--- src/rtl/vram_pkg.sv ---
// +----------------------------------------------------------------------+
// | vram_pkg: shared geometry and bus-slot encoding for the VRAM arbiter |
// | Rev 1.0                                                              |
// +----------------------------------------------------------------------+
`default_nettype none

package vram_pkg;

  localparam int H_ACTIVE = 640;
  localparam int V_ACTIVE = 480;
  localparam int ADDR_W   = 19;
  localparam int FB_SIZE  = H_ACTIVE * V_ACTIVE;

  typedef enum logic [1:0] {
    IDLE     = 2'd0,
    SCAN_RD  = 2'd1,
    SCAN_CLR = 2'd2,
    WR       = 2'd3
  } slot_e;

endpackage

`default_nettype wire

--- src/rtl/vram_pix_addr.sv ---
// +----------------------------------------------------------------------+
// | vram_pix_addr: row*H_ACTIVE+col pixel address and framebuffer bound  |
// | check of an arbitrary address. Rev 1.0                               |
// +----------------------------------------------------------------------+
`default_nettype none

module vram_pix_addr #(
  parameter int H_ACTIVE = vram_pkg::H_ACTIVE,
  parameter int V_ACTIVE = vram_pkg::V_ACTIVE,
  parameter int ADDR_W   = vram_pkg::ADDR_W
) (
  input  logic [8:0]        row,
  input  logic [9:0]        col,
  input  logic [ADDR_W-1:0] chk_addr,
  output logic [ADDR_W-1:0] addr,
  output logic              chk_ok
);
  import vram_pkg::*;

  logic [ADDR_W-1:0] w_row_base;

  // 640 = 512 + 128, so the default geometry needs only two shifts and an add
  if (H_ACTIVE == 640) begin : g_shift
    assign w_row_base = (ADDR_W'(row) << 9) + (ADDR_W'(row) << 7);
  end else begin : g_mult
    assign w_row_base = ADDR_W'(row) * ADDR_W'(H_ACTIVE);
  end

  assign addr   = w_row_base + ADDR_W'(col);
  assign chk_ok = ({1'b0, chk_addr} < (ADDR_W+1)'(H_ACTIVE * V_ACTIVE));

endmodule

`default_nettype wire

--- src/rtl/vram_scan_arbiter.sv ---
// +----------------------------------------------------------------------+
// | vram_scan_arbiter: shares the framebuffer RAM between scanout and    |
// | the pixel writer. Optional erase-behind-scan: VRAM_SCAN_ARB_CLEAR_EN |
// | Rev 1.0                                                              |
// +----------------------------------------------------------------------+
`default_nettype none

module vram_scan_arbiter #(
  parameter int H_ACTIVE = vram_pkg::H_ACTIVE,
  parameter int V_ACTIVE = vram_pkg::V_ACTIVE,
  parameter int DATA_W   = 4,
  parameter int ADDR_W   = vram_pkg::ADDR_W
) (
  input  logic              clk,
  input  logic              rst,
  input  logic              pix_ce,
  input  logic              hblank,
  input  logic              vblank,
  input  logic [9:0]        col,
  input  logic [8:0]        row,
  input  logic              wr_req,
  input  logic [ADDR_W-1:0] wr_addr,
  input  logic [DATA_W-1:0] wr_data,
  output logic              wr_ack,
  output logic [ADDR_W-1:0] mem_addr,
  output logic              mem_we,
  output logic [DATA_W-1:0] mem_wdata,
  input  logic [DATA_W-1:0] mem_rdata,
  output logic [DATA_W-1:0] pix_data,
  output logic              pix_valid
);
  import vram_pkg::*;

  slot_e             r_state;
  slot_e             w_next;
  logic [ADDR_W-1:0] w_scan_addr;
  logic              w_wr_ok;
  logic              w_scan_go;
  logic              w_blank_ce;
  logic [ADDR_W-1:0] w_addr_d;
  logic              w_we_d;
  logic [DATA_W-1:0] w_wdata_d;
  logic              r_blk0;
  logic              r_blk1;
  logic              r_rd1;

  vram_pix_addr #(
    .H_ACTIVE (H_ACTIVE),
    .V_ACTIVE (V_ACTIVE),
    .ADDR_W   (ADDR_W)
  ) u_pix_addr (
    .row      (row),
    .col      (col),
    .chk_addr (wr_addr),
    .addr     (w_scan_addr),
    .chk_ok   (w_wr_ok)
  );

  assign w_scan_go  = pix_ce & ~hblank & ~vblank;
  assign w_blank_ce = pix_ce & (hblank | vblank);

  always_comb begin
    w_next    = IDLE;
    w_addr_d  = mem_addr;
    w_we_d    = 1'b0;
    w_wdata_d = mem_wdata;
`ifdef VRAM_SCAN_ARB_CLEAR_EN
    // Erase the pixel just read, reusing the address still on the bus
    if (r_state == SCAN_RD) begin
      w_next    = SCAN_CLR;
      w_we_d    = 1'b1;
      w_wdata_d = '0;
    end else
`endif
    if (w_scan_go) begin
      w_next   = SCAN_RD;
      w_addr_d = w_scan_addr;
    end else if (wr_req && !wr_ack) begin
      // Masking on wr_ack keeps a held request from being granted twice
      w_next    = WR;
      w_addr_d  = wr_addr;
      w_we_d    = w_wr_ok;
      w_wdata_d = wr_data;
    end
  end

  always_ff @(posedge clk or posedge rst) begin
    if (rst) begin
      r_state   <= IDLE;
      mem_addr  <= '0;
      mem_we    <= 1'b0;
      mem_wdata <= '0;
      wr_ack    <= 1'b0;
    end else begin
      r_state   <= w_next;
      mem_addr  <= w_addr_d;
      mem_we    <= w_we_d;
      mem_wdata <= w_wdata_d;
      wr_ack    <= (w_next == WR);
    end
  end

  // Blank pixels travel the same two-edge path as real reads to stay aligned
  always_ff @(posedge clk or posedge rst) begin
    if (rst) begin
      r_blk0    <= 1'b0;
      r_blk1    <= 1'b0;
      r_rd1     <= 1'b0;
      pix_data  <= '0;
      pix_valid <= 1'b0;
    end else begin
      r_blk0 <= w_blank_ce;
      r_blk1 <= r_blk0;
      r_rd1  <= (r_state == SCAN_RD);
      if (r_rd1) begin
        pix_data  <= mem_rdata;
        pix_valid <= 1'b1;
      end else if (r_blk1) begin
        pix_data  <= '0;
        pix_valid <= 1'b1;
      end else begin
        pix_valid <= 1'b0;
      end
    end
  end

endmodule

`default_nettype wire

--- config.mk ---
export PLATFORM = sky130hd
export DESIGN_NAME = vram_scan_arbiter
export DESIGN_NICKNAME = d
export VERILOG_FILES = /design/src/rtl/vram_pkg.sv /design/src/rtl/vram_pix_addr.sv /design/src/rtl/vram_scan_arbiter.sv
export SDC_FILE = /design/constraint.sdc
export NUM_CORES = 1
export LEC_CHECK = 0
export CAP_MARGIN = 25
export CORE_AREA = 2 2 96 61
export DETAILED_ROUTE_END_ITERATION = 10
export DIE_AREA = 0 0 98 63
export PLACE_DENSITY = 0.75
export SLEW_MARGIN = 20
export SYNTH_ARGS = -nofsm -noshare
export SYNTH_HDL_FRONTEND = slang
export SYNTH_SLANG_ARGS = --single-unit
--- constraint.sdc ---
create_clock -name clk -period 1.5 [get_ports clk]
set_clock_uncertainty 0.15 [all_clocks]
set_input_delay 0.45 -clock clk [delete_from_list [all_inputs] [get_ports clk]]
set_output_delay 0.45 -clock clk [all_outputs]
set_load 0.005 [all_outputs]
# Yosys cells after proc, flatten, opt, wreduce, memory -nomap -nowiden
# Cells that the tools add are included.
# W data, S select, Z words.
totals:
  elab_cells: 37
  inputBits: 52
  out_inout_bits: 30
  register_bits: 35
op_classes:
  add_sub_neg: 2
  muxes: 10
  bitwise: 7
  n_reduce_logical: 5
  n_eq_ne: 2
  magnitude_cmp: 1
ops:
  columns: ["op", "count"]
  rows:
  - ["$mux W19", 2]
  - ["$add A18 B16 Y19", 1]
  - ["$add A19 B10 Y19", 1]
  - ["$lt A19 B19 Y1 const B", 1]
  - ["$mux W4", 2]
  - ["$mux W1", 4]
  - ["$mux W2", 2]
  - ["$reduce_bool A2 Y1", 2]
  - ["$and A1 B1 Y1", 3]
  - ["$not A1 Y1", 3]
  - ["$eq A2 B1 Y1 const B", 1]
  - ["$eq A2 B2 Y1 const B", 1]
  - ["$reduce_and A2 Y1", 1]
  - ["$logic_and A1 B1 Y1", 1]
  - ["$logic_not A1 Y1", 1]
  - ["$or A1 B1 Y1", 1]

# Depth between registers and ports, before layout
# Gate-level depths: netlist (run 1).
logic_depth:
  word_depth: 5
  ltp_mapped: 8
  ltp_nobuf: 8

# By module
# From an unflattened synthesis (run 1), not the netlist that was laid out.
hier_totals:
  hier_cells: 203
  area_unflattened_um2: 2069.5
modules_own_cells:
  columns: ["mod", "cells_each", "instances", "area_each_um2", "seq_area_each_um2"]
  rows:
  - ["vram_scan_arbiter", 125, 1, 1428.9, 850.8]
  - ["vram_pix_addr", 78, 1, 640.6, 0.0]

# Worst setup path before layout (run 1)
# Ideal clock, no wire load.
synth_path:
  path_type: "input to register"
  from: "in col[9]"
  to: "reg mem_addr[18]"
  t_arrival_ns: 2.313
  required_ns: 1.226
  setup_ns: 0.124
  n_path_buf: 0
  cell_stages: 8
  path_slack_ns: -1.087
  path_cell_list: "inv_1 -> fa_1 -> inv_1 -> fa_1 -> a21o_1 -> a221oi_4 -> a21oi_2 -> o31a_1"
synth_via:
  elab_chain_len: 2
synth_rtl:
  columns: ["element", "line", "text"]
  rows:
  - ["start: declaration", "vram_scan_arbiter.sv:19", "input logic [9:0] col,"]
  - ["$add A19 B10 Y19", "vram_pix_addr.sv:29", "assign addr = w_row_base + ADDR_W'(col);"]
  - ["$mux W19", "vram_scan_arbiter.sv:75", "if (w_scan_go) begin"]
  - ["end signal: assignment", "vram_scan_arbiter.sv:96", "mem_addr <= w_addr_d;"]
  - ["end: declaration", "vram_scan_arbiter.sv:25", "output logic [ADDR_W-1:0] mem_addr,"]
# Every way passes these cells.
# A chain may end at the register's enable or synchronous reset.

# Worst setup path in the final report (run 1)
layout_path:
  from: "in row[0]"
  to: "reg mem_addr[16]"
layout_via:
  elab_chain_len: 3
layout_rtl:
  columns: ["element", "line", "text"]
  rows:
  - ["start: declaration", "vram_scan_arbiter.sv:20", "input logic [8:0] row,"]
  - ["$add A18 B16 Y19", "vram_pix_addr.sv:24", "assign w_row_base = (ADDR_W'(row) << 9) + (ADDR_W'(row) << 7);"]
  - ["$add A19 B10 Y19", "vram_pix_addr.sv:29", null]
  - ["$mux W19", "vram_scan_arbiter.sv:75", null]
# Every way passes these cells.

==> run summary, run 1 <==
Status: complete, but fails checks
Failing checks: setup timing
Number of clock sinks: 34
Nets@finish: 412
Max-cap check violation count: 0
Synth Cell Area: 2000 sq um
Crit path largest cell delay: 540 ps
First-pass GRT wire length: 9.93 mm
CP max stage cell: fa_1
Top-level I/O count: 82
Via/cell ratio: 4.98
Num CTS Buffers: 5
Core area: 5330 sq um
Final period util: 1.63
GP Congestion: 0.824
Skew-Pair Late Insertion Delay: 270 ps
Worst slew margin: 0.820
Final instance area: 3510 sq um
Yosys warns: 0
Via count: 2,048
CTS Root Cell: clkbuf_8
CTS tree: built
Critical Path End Type: flip-flop
Leak: 0.00171 uW
Grt total ovfl: 0
IO buf count: 81
Gr usage total: 0.199
Synth area leader: dfrtp_1
Layout area overhead: 75.8%
R2R depth: 4
Syn Area/Cell: 9.69 sq um
Crit Path Class: in2reg
Top cells by area, synth: dfrtp_1, ha_1, nand2_1
Cts-stage hold buffer count: 0
Main synth FF type: dfrtp_1
Largest net degree at the start of global routing: 35
Vias in the first global route: 2,134
Most common cell in the netlist: nand2_1
Crit path time final: 2450 ps
Reg2Reg Capture Point: mem_addr[17]$_DFFE_PP0P_
Die Ht: 63 microns
Post-Route WL: 6.12 mm
Required time worst endpoint: 1530 ps
RSZ-0062 raised after global routing: yes
R2R setup slack: 60 ps
Critical path cell sequence: buf_8 > inv_4 > fa_1 > inv_2 > fa_2 > a21o_1 > a221oi_4 > a21oi_2 > buf_4 > o31ai_2
Cells after synthesis: 206
Type of the most critical hold path: reg2reg
WL per Instance: 14.9 microns
Post-synth EDFFs: 0
Worst-case clock buffer depth: 2
Setup-failing EPs final: 11
# rows: 21
Util after Layout: 0.658
Pwr/cell area: 941 nW/um^2
Share of cells above drive strength 1: 0.360
DRC: 0
Crit. Startpoint: row[0]
DPL Wire Length: 4.33 mm
Register area share after synthesis: 0.426
Worst vdd ir: 507 uV
Crit path launch type: input port
Fmax: 0.408 GHz
Overall power: 3300 uW
# H-tree levels: 2
Netlist cell types: 41
Yosys top cell area share: 0.426
Slew of the pin with the lowest slew margin: 270 ps
Initial antenna violation count: 0
Post-DP Area: 3130 sq um
Die extent in x: 98 microns
Setup WS pre-CTS: -1700 ps
PnR worst setup slack: -951 ps
Reg2reg start: r_state[1]$_DFF_PP0_
FFs w/ async S/R, synth: 1.00
Commonest cells in the netlist: nand2_1, dfrtp_1, ha_1
TritonRoute pass-1 iters: 4
DIE AREA: 6170 sq um
Critical path peak fanout: 3
Yosys reg bits: 34
Hold Fails Final Rpt: 0
Initial core utilization: 0.374
Critical path data arrival time: 2480 ps
Syn Nets: 277
Max-slew violation count: 0
Number of DRC markers in iteration 0: 78
Clock transition at the registers of the reported paths: 70 ps
Ant. Diodes: 0
Post-route ant nets: 0
Critical Path Sink: mem_addr[16]$_DFFE_PP0P_
==> flip-flops by register name, indices dropped and copies added (netlist names) <==
| name | flops |
|---|---|
| mem_wdata | 4 |
| mem_addr | 19 |
| r_state | 2 |
| pix_data | 4 |
| mem_we | 1 |
| r_blk1 | 1 |
| r_rd1 | 1 |
| pix_valid | 1 |
| r_blk0 | 1 |
==> worst min-delay path by stage <==
| stage | to | cells after the start | slack (ps) | from |
|---|---|---|---|---|
| after detailed placement | r_blk1$_DFF_PP0_ | 0 | 200 | r_blk0$_DFF_PP0_ |
| after global placement | r_blk1$_DFF_PP0_ | 0 | 180 | r_blk0$_DFF_PP0_ |
| after global routing | r_blk1$_DFF_PP0_ | 0 | 230 | r_blk0$_DFF_PP0_ |
| after floorplan | r_blk1$_DFF_PP0_ | 0 | 180 | r_blk0$_DFF_PP0_ |
| final | r_blk1$_DFF_PP0_ | 0 | 210 | r_blk0$_DFF_PP0_ |
| after CTS | r_blk1$_DFF_PP0_ | 0 | 210 | r_blk0$_DFF_PP0_ |
==> report_power, final <==
part           internal, uW  leakage (uW)  total [uW]  switching [uW]
Sequential             1050      0.000409        1130            82.4
Clock                   666     0.0000683        1010             341
Combinational           688       0.00123        1160             474
==> per-stage QoR <==
stage	hold WS [ps]	instances	TNS [ps]
after floorplan	181	206	-7230
after global placement	185	378	-21340
after detailed placement	196	378	-22230
after CTS	213	400	-7390
after global routing	226	411	-8250
final	209	411	-7460
==> layout make-up <==
cell class / instances / area [sq um]
fill: 453 / 1830
multi-input combinational: 155 / 1200
timing repair buffer: 136 / 1190
sequential: 34 / 851
tap: 69 / 86.3
clock buffer: 5 / 68.8
clock inverter: 3 / 68.8
inverter: 9 / 43.8
==> cells in the final DEF (no fill, tap or decap), drive strengths merged, types with 3 or more instances in the layout <==
cell           count
clkdlybuf4s50     37
buf               64
mux2               6
xor2               3
o21a               4
clkdlybuf4s15     10
a211o              3
dfrtp             34
nand2             42
and3               8
dlygate4sd2        7
a21o               4
a22o               3
clkbuf            23
inv                9
ha                17
a21oi             13
nor2              16
a31oi             12
==> cell families (layout without fill, tap and decap cells) <==
logic type,count (synthesis),in the layout,share of synthesized area
AOI/OAI and AO/OA,49,49,0.178
DFF,34,34,0.426
xor gates and xnor gates,5,5,0.0219
muxes,7,7,0.0389
and+or+nand+nor,75,75,0.169
adders and majority gates,19,19,0.127
buffers and inverters,17,153,0.0389
==> layer usage <==
| metal | part of all wire | track usage | vias to the layer above |
|---|---|---|---|
| met1 | 0.48 | 0.277 | 975 |
| met3 | 0.062 | 0.0414 | 2 |
| met4 | 0.0031 | 0.0347 | 0 |
| met5 | 0 | 0 | - |
| li1 | - | - | 993 |
| met2 | 0.46 | 0.326 | 78 |
==> timing repair <==
item | in CTS | in global routing
gates cloned | 0 | 1
pin swaps | 23 | 14
resized for setup | 132 | 28
setup endpoints to repair | 55 | 40
buffers inserted | 14 | 11
==> worst max-delay path: cells and delay by family <==
family          cells  cell delay [ps]
compound gates      4              840
buf+inv             4              310
fa+ha+maj           2              880
(Power assumes the default switching activity.)
==> run 2, diff against run 1 <==
Settings changed: CORE_AREA 2 2 96 61 to 2 2 75 77, DIE_AREA 0 0 98 63 to 0 0 77 79.
Clock period 1.5 ns to 2.1 ns, I/O delays scaled along.
==> run summary, run 2 (synthesized netlist as in run 1, its figures left out) <==
CP max stage cell: fa_1 (unchanged)
Critical path cell sequence: buf_8 > inv_8 > fa_1 > inv_2 > fa_2 > a21o_1 > a221oi_4 > buf_4 > xor2_1 > a21oi_1 (was buf_8 > inv_4 > fa_1 > inv_2 > fa_2 > a21o_1 > a221oi_4 > a21oi_2 > buf_4 > o31ai_2)
Number of clock sinks: 34 (unchanged)
Largest register FFs: 19 (unchanged)
Most frequent cells in the layout: clkdlybuf4s50_1, nand2_1, dfrtp_1, buf_4, nor2_1 (was nand2_1, buf_4, clkdlybuf4s50_1, dfrtp_1, clkbuf_2)
Grt total ovfl: 0 (unchanged)
Share of cells above drive strength 1: 0.272 (was 0.360)
Hold Crit Endpoint: r_blk1$_DFF_PP0_ (unchanged)
Hold path start: r_blk0$_DFF_PP0_ (unchanged)
Biggest regs: mem_addr x19, mem_wdata x4, pix_data x4 (unchanged)
Worst-case clock buffer depth: 2 (unchanged)
DRC: 0 (unchanged)
Fmax: 0.384 GHz
Nets@finish: 393 (was 412)
Layout area overhead: 72.4% (was 75.8%)
GP Congestion: 0.801 (was 0.824)
DPL Wire Length: 4.01 mm (was 4.33 mm)
Sw Share: 0.288 (was 0.272)
Crit path launch type: input port (unchanged)
Leak: 0.00154 uW (was 0.00171 uW)
Die Ht: 79 microns (was 63 microns)
Reg2Reg Capture Point: mem_wdata[0]$_DFFE_PP0P_ (was mem_addr[17]$_DFFE_PP0P_)
Via count: 1,933 (was 2,048)
Crit path largest cell delay: 550 ps (was 540 ps)
RSZ-0062 raised after global routing: yes (unchanged)
Hold Fails Final Rpt: 0 (unchanged)
Clock transition at the registers of the reported paths: 70 ps (about the same)
Register Area: 851 sq um (unchanged)
DIE AREA: 6080 sq um (was 6170 sq um)
WL per Instance: 14.3 microns (was 14.9 microns)
Buffers & Inverters on Critical Path: 4 (unchanged)
Worst slew margin: 0.796 (was 0.820)
Combinational power share: 0.393 (was 0.352)
Number of DRC markers in iteration 0: 78 (unchanged)
Area of the multi-input gates: 1270 sq um (was 1200 sq um)
Worst vdd ir: 410 uV (was 507 uV)
Biggest register: mem_addr (unchanged)
Cts-stage hold buffer count: 0 (unchanged)
Required time worst endpoint: 2110 ps (was 1530 ps)
Post-Route WL: 5.63 mm (was 6.12 mm)
R2R setup slack: 490 ps (was 60 ps)
Critical path peak fanout: 2 (was 3)
CTS tree: built (unchanged)
Top delay family on crit path: adder cells (unchanged)
Max-slew violation count: 0 (unchanged)
Num CTS Buffers: 5 (unchanged)
Setup WS pre-CTS: -1260 ps (was -1700 ps)
Die extent in x: 77 microns (was 98 microns)
Slew of the pin with the lowest slew margin: 305 ps (was 270 ps)
Critical path data arrival time: 2610 ps (was 2480 ps)
Fillers: 453 (unchanged)
Failing checks: setup timing (unchanged)
CTS Root Cell: clkbuf_8 (unchanged)
Initial core utilization: 0.374 (about the same)
# H-tree levels: 2 (unchanged)
Reg2reg start: r_state[1]$_DFF_PP0_ (unchanged)
Skew-Pair Late Insertion Delay: 280 ps (was 270 ps)
Final period util: 1.24
Setup-failing EPs final: 9 (was 11)
# rows: 27 (was 21)
Seq pwr share: 0.375 (was 0.343)
Ant. Diodes: 0 (unchanged)
TritonRoute pass-1 iters: 4 (unchanged)
Status: complete, but fails checks (unchanged)
Initial antenna violation count: 0 (unchanged)
Most common cell after layout, fill and taps aside: clkdlybuf4s50_1
Core area: 5340 sq um (was 5330 sq um)
R2R depth: 3 (was 4)
IO buf count: 81 (unchanged)
First-pass GRT wire length: 9.26 mm (was 9.93 mm)
Via/cell ratio: 4.89 (was 4.98)
Hold path depth: 0 (unchanged)
Post-route ant nets: 0 (unchanged)
Pwr/cell area: 624 nW/um^2 (was 941 nW/um^2)
Critical Path End Type: flip-flop (unchanged)
Largest net degree at the start of global routing: 35 (unchanged)
Pint: 1530 uW (was 2400 uW)
Vias in the first global route: 2,048 (was 2,134)
PnR worst setup slack: -503 ps (was -951 ps)
Clock share of power: 0.232 (was 0.305)
Max-cap check violation count: 0 (unchanged)
Type of the most critical hold path: reg2reg (unchanged)
Gr usage total: 0.188 (was 0.199)
Crit Path Class: in2reg (unchanged)
Util after Layout: 0.645 (was 0.658)
Net switching power: 619 uW (was 897 uW)
Crit path time final: 2600 ps
Top-level I/O count: 82 (unchanged)
==> run 2: timing repair <==
| item | 4_1_cts | 5_1_grt |
|---|---|---|
| pin swaps | 23 | 13 |
| setup buffers | 2 | 3 |
| endpoints found under the setup margin | 10 | 9 |
| resized for setup | 46 | 10 |
==> run 2: power by group through the flow <==
| stage | clock, uW | sequential, uW | combinational (uW) |
|---|---|---|---|
| after CTS | 513 | 805 | 797 |
| final | 498 | 805 | 843 |
| after global routing | 535 | 816 | 918 |
| after detailed placement | 0 | 817 | 734 |
| after floorplan | 0 | 818 | 307 |
| after global placement | 0 | 814 | 721 |
==> run 2: worst max-delay path by stage <==
stage | cells after the start | endpoint | start | slack [ps]
after detailed placement | 9 | mem_addr[18]$_DFFE_PP0P_ | col[9] | -1260
after floorplan | 8 | mem_addr[18]$_DFFE_PP0P_ | col[9] | -570
after global routing | 9 | mem_addr[18]$_DFFE_PP0P_ | col[9] | -530
final | 10 | mem_addr[14]$_DFFE_PP0P_ | col[9] | -500
after CTS | 10 | mem_addr[14]$_DFFE_PP0P_ | col[9] | -450
after global placement | 9 | mem_addr[18]$_DFFE_PP0P_ | col[9] | -1210
==> run 2: worst reg2reg max path, cell delays in order, from the launching register on <==
cell      delay, ps
dfrtp_1         410
nand2b_1        270
nor2_2          300
mux2_2          370
==> run 2: cell type report <==
cell class | instances | share of cell area
well taps | 72 | 0.0262
clock buffers | 6 | 0.0240
clock inverters | 2 | 0.00364
multi-input cells | 155 | 0.370
flip-flops and latches | 34 | 0.247
repair buffers | 117 | 0.317
inverters | 9 | 0.0120
==> run 2: per-stage QoR <==
stage / cell area (sq um) / power [uW] / TNS [ps] / cells / hold WS (ps)
after CTS: 3360 / 2120 / -2550 / 392 / 205
after global placement: 3110 / 1540 / -11220 / 382 / 187
after detailed placement: 3110 / 1550 / -11810 / 382 / 189
final: 3440 / 2150 / -3320 / 395 / 202
after global routing: 3440 / 2270 / -3740 / 395 / 221
after floorplan: 2010 / 1120 / -3060 / 206 / 181
==> run 2: metal layers <==
| metal | track usage | vias to the layer above | part of all wire |
|---|---|---|---|
| met1 | 0.234 | 919 | 0.44 |
| met2 | 0.334 | 57 | 0.50 |
| met3 | 0.0443 | 2 | 0.052 |
| li1 | - | 955 | - |
| met4 | 0.0393 | 0 | 0.0027 |
| met5 | 0 | - | 0 |
